### config.mk
export PLATFORM = sky130hd
export DESIGN_NAME = k007232_mixer
export DESIGN_NICKNAME = d
export VERILOG_FILES = /design/src/rtl/k007232_mixer_pkg.sv /design/src/rtl/k007232_mixer_sat.sv /design/src/rtl/k007232_mixer.sv
export SDC_FILE = /design/constraint.sdc
export NUM_CORES = 1
export LEC_CHECK = 0
export ABC_AREA = 1
export BUFFER_PORTS_ARGS = -buffer_cell sky130_fd_sc_hd__buf_2
export CAP_MARGIN = 20
export CORE_MARGIN = 2
export CORE_UTILIZATION = 53
export DETAILED_ROUTE_END_ITERATION = 8
export GPL_ROUTABILITY_DRIVEN = 0
export PLACE_DENSITY = 0.73
export SYNTH_ARGS = -nofsm -noshare
export SYNTH_HDL_FRONTEND = slang
export SYNTH_SLANG_ARGS = --single-unit
export TNS_END_PERCENT = 20
### constraint.sdc
create_clock -name i_EMUCLK -period 4.55 [get_ports i_EMUCLK]
set_input_delay 0.455 -clock i_EMUCLK [delete_from_list [all_inputs] [get_ports i_EMUCLK]]
set_output_delay 0.455 -clock i_EMUCLK [all_outputs]
set_load 0.005 [all_outputs]
### src/rtl/k007232_mixer_pkg.sv
// Shared definitions for the K007232 two-channel PCM mixer.
// Holds the sequencer state encoding, the sample midpoint and the
// datapath widths used by the top level and the saturation stage.
package k007232_mixer_pkg;

   typedef enum logic [2:0] {
      IDLE,
      CAP,
      MA,
      MB,
      SUM
   } mixState_t;

   localparam int MIDPOINT = 64;
   localparam int SAMPLE_W = 7;
   localparam int VOL_W    = 4;
   localparam int PROD_W   = 11;
   localparam int SUM_W    = 12;
   localparam int OUT_W    = 16;

endpackage

### src/rtl/k007232_mixer_sat.sv
// Shift-and-saturate stage for one output side.
// Ports:
//   sum_i : signed 12-bit side sum
//   sat_o : signed 16-bit result of (sum_i << SHIFT), clamped to the
//           16-bit signed range
// SHIFT is the gain shift amount (0..6).
module k007232_mixer_sat
   import k007232_mixer_pkg::*;
#(
   parameter int SHIFT = 4
)(
   input  logic signed [SUM_W-1:0] sum_i,
   output logic signed [OUT_W-1:0] sat_o
);

   // Wide enough for a 12-bit value shifted by up to 6 with sign headroom.
   localparam int WIDE_W = SUM_W + 7;
   localparam logic signed [WIDE_W-1:0] MAX_V = WIDE_W'(32767);
   localparam logic signed [WIDE_W-1:0] MIN_V = WIDE_W'(-32768);

   logic signed [WIDE_W-1:0] wide;

   // Shift in a widened domain, then clamp anything outside 16-bit signed.
   always_comb begin
      wide = WIDE_W'(sum_i) <<< SHIFT;
      if (wide > MAX_V) begin
         sat_o = 16'sh7FFF;
      end else if (wide < MIN_V) begin
         sat_o = 16'sh8000;
      end else begin
         sat_o = wide[OUT_W-1:0];
      end
   end

endmodule

### src/rtl/k007232_mixer.sv
// K007232 mixer top level: converts two 7-bit offset-binary PCM channels
// into signed 16-bit left/right samples once per DIV i_PCEN pulses.
// Ports:
//   i_EMUCLK, i_RST_n    : clock, async active-low reset
//   i_PCEN               : one-cycle enable pacing the sample divider
//   i_ASD, i_BSD         : channel A/B samples (midpoint 64)
//   i_SLEV_n, i_DB       : volume strobe (latches on rising edge) and byte
//   o_L, o_R             : signed 16-bit outputs, held between samples
//   o_VALID              : one-cycle pulse when o_L/o_R update
//   o_OVF                : sticky flag, a tick arrived while busy
module k007232_mixer
   import k007232_mixer_pkg::*;
#(
   parameter int         DIV        = 128,
   parameter int         GAIN_SHIFT = 4,
   parameter logic [1:0] PAN_A      = 2'b11,
   parameter logic [1:0] PAN_B      = 2'b11
)(
   input  logic                i_EMUCLK,
   input  logic                i_RST_n,
   input  logic                i_PCEN,
   input  logic [SAMPLE_W-1:0] i_ASD,
   input  logic [SAMPLE_W-1:0] i_BSD,
   input  logic                i_SLEV_n,
   input  logic [7:0]          i_DB,
   output logic [OUT_W-1:0]    o_L,
   output logic [OUT_W-1:0]    o_R,
   output logic                o_VALID,
   output logic                o_OVF
);

   localparam int CNT_W = (DIV > 1) ? $clog2(DIV) : 1;

   logic [CNT_W-1:0]         divQ, divD;
   logic                     tick;
   logic                     slevQ;
   logic [VOL_W-1:0]         volAQ, volBQ;
   mixState_t                stateQ;
   logic [SAMPLE_W-1:0]      asdQ, bsdQ;
   logic [VOL_W-1:0]         capVolAQ, capVolBQ;
   logic signed [PROD_W-1:0] paQ;
   logic signed [OUT_W-1:0]  lQ, rQ;
   logic                     validQ, ovfQ;

   logic [SAMPLE_W-1:0]      mulSample;
   logic [VOL_W-1:0]         mulVol;
   logic signed [7:0]        centered;
   logic signed [PROD_W-1:0] product;
   logic signed [SUM_W-1:0]  sumL, sumR;
   logic signed [OUT_W-1:0]  satL, satR;

   // Sample divider: the tick is raised on the pulse that wraps the count.
   always_comb begin
      tick = 1'b0;
      divD = divQ;
      if (i_PCEN) begin
         if (divQ == CNT_W'(DIV - 1)) begin
            divD = '0;
            tick = 1'b1;
         end else begin
            divD = divQ + CNT_W'(1);
         end
      end
   end

   always_ff @(posedge i_EMUCLK or negedge i_RST_n) begin
      if (!i_RST_n) begin
         divQ <= '0;
      end else begin
         divQ <= divD;
      end
   end

   // Volume latch loads on a registered low-to-high edge of i_SLEV_n.
   always_ff @(posedge i_EMUCLK or negedge i_RST_n) begin
      if (!i_RST_n) begin
         slevQ <= 1'b1;
         volAQ <= '0;
         volBQ <= '0;
      end else begin
         slevQ <= i_SLEV_n;
         if (!slevQ && i_SLEV_n) begin
            volAQ <= i_DB[7:4];
            volBQ <= i_DB[3:0];
         end
      end
   end

   // Single shared multiplier: channel A operands in MA, channel B in MB.
   always_comb begin
      if (stateQ == MA) begin
         mulSample = asdQ;
         mulVol    = capVolAQ;
      end else begin
         mulSample = bsdQ;
         mulVol    = capVolBQ;
      end
      centered = $signed({1'b0, mulSample}) - $signed(8'(MIDPOINT));
      product  = PROD_W'(centered) * $signed(PROD_W'({1'b0, mulVol}));
   end

   // Side sums use the registered A product and the live B product in MB.
   always_comb begin
      sumL = (PAN_A[1] ? SUM_W'(paQ) : SUM_W'(0)) + (PAN_B[1] ? SUM_W'(product) : SUM_W'(0));
      sumR = (PAN_A[0] ? SUM_W'(paQ) : SUM_W'(0)) + (PAN_B[0] ? SUM_W'(product) : SUM_W'(0));
   end

   k007232_mixer_sat #(.SHIFT(GAIN_SHIFT)) u_satL (
      .sum_i (sumL),
      .sat_o (satL)
   );

   k007232_mixer_sat #(.SHIFT(GAIN_SHIFT)) u_satR (
      .sum_i (sumR),
      .sat_o (satR)
   );

   // Sequencer. Outputs are loaded on the MB->SUM edge so that o_VALID
   // and the new o_L/o_R are visible during SUM, four cycles after the tick.
   // Ticks arriving outside IDLE are dropped and only set the sticky flag.
   always_ff @(posedge i_EMUCLK or negedge i_RST_n) begin
      if (!i_RST_n) begin
         stateQ   <= IDLE;
         asdQ     <= '0;
         bsdQ     <= '0;
         capVolAQ <= '0;
         capVolBQ <= '0;
         paQ      <= '0;
         lQ       <= '0;
         rQ       <= '0;
         validQ   <= 1'b0;
         ovfQ     <= 1'b0;
      end else begin
         validQ <= 1'b0;
         if (tick && stateQ != IDLE) begin
            ovfQ <= 1'b1;
         end
         case (stateQ)
            IDLE: begin
               if (tick) begin
                  stateQ <= CAP;
               end
            end
            CAP: begin
               asdQ     <= i_ASD;
               bsdQ     <= i_BSD;
               capVolAQ <= volAQ;
               capVolBQ <= volBQ;
               stateQ   <= MA;
            end
            MA: begin
               paQ    <= product;
               stateQ <= MB;
            end
            MB: begin
               lQ     <= satL;
               rQ     <= satR;
               validQ <= 1'b1;
               stateQ <= SUM;
            end
            SUM: begin
               stateQ <= IDLE;
            end
            default: begin
               stateQ <= IDLE;
            end
         endcase
      end
   end

   assign o_L     = lQ;
   assign o_R     = rQ;
   assign o_VALID = validQ;
   assign o_OVF   = ovfQ;

endmodule
==> impl_metrics.tcl <==
set metrics [dict create \
    slew_violations 0 \
    viasPerCell 5.086 \
    synth_area_leader_cell "dfrtp_1" \
    critPathRequiredTime_ps 4760 \
    r2r_slack_ps -10 \
    dr.pass1.iters 4 \
    fin_worst_skew_ps 17.22 \
    syn_inst 525 \
    path_common_cell "nand2_1" \
    synth_cell_types 34 \
    violations "setup timing" \
    dieArea_um2 8929 \
    fin_ws_ps -14.04 \
    cp_max_fo 5 \
    startpoint_type "register" \
    clkSinkCount 66 \
    critPathTopFamily "adder cells" \
    ys_seq_elements 66 \
    fin_crit_ps 4564 \
    fillers 649 \
    grt.overflow.total 0 \
    ctsLongestPathBuffers 2 \
    drive_gt1_share_pct 32.69 \
    ant_nets 0 \
    synth_edf_count 0 \
    clockRootBuffer "clkbuf_8" \
    cts_tree "yes" \
    status "complete, but fails checks" \
    num_rows 33 \
    end_kind "register" \
    syn_avg_cell_area_um2 8.267 \
    initial_core_util_pct 53.63 \
    path_class "register to register" \
    path_clk_slew_ps 70 \
    ctsHtreeMaxLevel 3 \
    vias 3708 \
    rsz0062_at_grt "yes" \
    crit_path_top_delay_cell "fa_1" \
    io_pins 60 \
    worst_pin_slew_ps 827.7 \
    min_path_type "primary input to register" \
    setup_viol 1 \
    synth_top_area_share_pct 37.47 \
    drcViolationCount 0 \
    finalNonFillerCells 729 \
    max_freq_ghz 0.2191 \
    path_cells "nor2_4, buf_4, nand3_2, nand2_4, nand2_1, buf_4, ha_1, fa_1, inv_1, fa_1, inv_1, ha_1, nand2_1, or2_2, nand3_2, nand3_1, and2_4, ha_4, a21oi_1, o21ai_2, xor2_1, o211ai_1, nand2_1" \
    grt.total_usage_pct 22.75 \
    core-area_um2 8093 \
    cts_buffers 9 \
    hold_buffers 0 \
    grt_max_degree 67 \
    relSlewSlack_pct 44.82 \
    ys_warn_count 0 \
    drt-wirelength-per-cell_um 13.63 \
    diodes 0 \
    fin_nets 692 \
    grt_pass1_vias 3633 \
    port_buffers 51 \
    grt_pass1_wl_um 15870 \
    ys_seq_area_share_pct 38.08 \
    syn_to_final_growth_pct 28.13 \
    wirelength_um 9939 \
    max_cap_violations 0 \
    multiInputGateArea_um2 2549 \
    worst_path_largest_cell_delay_ps 510 \
    final.period_utilization_pct 100.3 \
    hpwl_um 6591 \
    cp_data_arrival_time_ps 4780 \
    synthArstFlopShare_pct 100.0 \
    insertion_delay_ps 350 \
    die_y_um 94.50 \
    regArea_um2 1653 \
    drt_iter0_drc 135 \
    antenna_found_initial 0 \
    die_w_um 94.50 \
    synth-main-ff-cell "dfrtp_1" \
    crit_buf_inv 4 \
    placed_cells 701 \
    hold_viol 0 \
    syn_area_um2 4340 \
    synth_area_leaders "dfrtp_1 (37%), nand2_1 (9.9%), ha_1 (9.2%), inv_1 (7.4%), fa_1 (6.9%)" \
]
-- stage by stage --
| step | instance area (um^2) | hold WS (ps) | utilization, % | setup slack, ps | TNS (ps) |
|---|---|---|---|---|---|
| 2_1_floorplan | 4370 | 159.4 | - | 20.54 | 0 |
| 3_3_place_gp | 4883 | 470.7 | 60.34 | -223.3 | -955.8 |
| 3_5_place_dp | 4883 | 471.5 | 60.34 | -343.0 | -1671 |
| 4_1_cts | 5383 | 212.8 | 66.51 | -0.9766 | -0.9766 |
| 5_1_grt | 5562 | 205.2 | 68.72 | -225.6 | -860.1 |
| 6_report | 5562 | 225.5 | 68.72 | -14.04 | -14.04 |
-- path summary, 6_finish.rpt --
path | start | endpoint | cells past startpoint
hold / removal | i_SLEV_n | slevQ | 1
setup reg to reg | stateQ[0] | o_R[15] | 23
min in group asynchronous | i_RST_n | o_VALID | 2
hold reg to reg | capVolBQ[3] | capVolBQ[3] | 2
setup / recovery | stateQ[0] | o_R[15] | 23
max in group asynchronous | i_RST_n | asdQ[1] | 2
-- cell usage after synthesis (2+ instances only) --
cell type and instances:
fa_1 15, nand3_1 22, nor3_1 5, o21ai_0 32
nand2_1 114, a21oi_1 27, nand2_4 2, or2_2 4
dfrtp_1 65, clkbuf_1 5, mux2i_1 3, a31oi_1 3
buf_2 4, nor2_1 44, o21bai_1 2, mux2_2 10
nand4_1 3, inv_1 85, nand2_2 5, xnor2_1 5
buf_4 20, ha_1 32, xor2_1 7
-- sequential cells by signal, indices dropped and copies added (netlist names), 4 cells and up --
signal and cells:
capVolAQ 4, capVolBQ 4, volAQ 4, volBQ 4
o_R 12, bsdQ 7, asdQ 7, divQ 7
paQ 11
-- timing repair --
item / 4_1_cts / 5_1_grt
buffers inserted: 7 / 3
hold endpoints to repair: 0 / 0
endpoints found under the setup margin: 6 / 6
pin swaps: 20 / 25
cloned: 1 / 1
gates resized for setup: 48 / 31
-- final cells by class --
type                            instances  area share [%]
Clock buffer                           11           2.722
Inverter                               85           5.737
Sequential cell                        66           29.72
Timing Repair Buffer                  104           12.55
Tap cell                              105           2.362
Clock inverter                          5           1.080
Multi-Input combinational cell        353           45.83
-- cells in the final DEF (no fill, tap or decap), types with 3 or more instances in the layout --
master,n
mux2_2,10
a31oi_1,3
or2_2,4
a21oi_1,23
ha_1,18
nor2_1,42
buf_4,47
nand3_1,19
o21ai_0,21
nand3_2,4
buf_2,51
o21ai_2,6
nand2_1,107
xnor2_1,5
a21oi_2,4
o21ai_1,4
clkbuf_8,11
nand2_2,11
inv_2,11
nand2_4,4
nand4_1,3
nor3_2,3
inv_1,74
dfrtp_1,65
buf_6,4
xor2_1,5
fa_1,14
conb_1,8
ha_4,13
-- cell families (layout without fill, tap and decap cells) --
group / after synthesis / in the layout / synth area share, %
and+or+nand+nor: 204 / 205 / 20.01
buffers and inverters: 114 / 205 / 11.70
AOI/OAI and AO/OA: 68 / 68 / 8.273
DFF: 66 / 66 / 38.08
adders and majority gates: 47 / 47 / 16.14
muxes: 13 / 13 / 3.286
xor gates and xnor gates: 12 / 12 / 2.421
other: 1 / 8 / 0.08640
-- per-layer routing --
| metal | up-vias | routed length [um] | GRT usage, % |
|---|---|---|---|
| met4 | 0 | 335 | 11.84 |
| met5 | - | 0 | 0 |
| met2 | 83 | 5310 | 40.65 |
| met1 | 1784 | 4022 | 25.91 |
| met3 | 28 | 271 | 4.150 |
| li1 | 1813 | - | - |
-- worst reg2reg max path, delay by kind of cell, from the launching register on --
kind | cells | cell delay, ps
compound gates | 3 | 370
xor+xnor | 1 | 140
fa+ha+maj | 5 | 1800
buf+inv | 4 | 410
flops | 1 | 410
simple gates | 10 | 1320
Power is not shown: default switching activity piles up to over one toggle a cycle in this logic, so the estimate is an artifact.
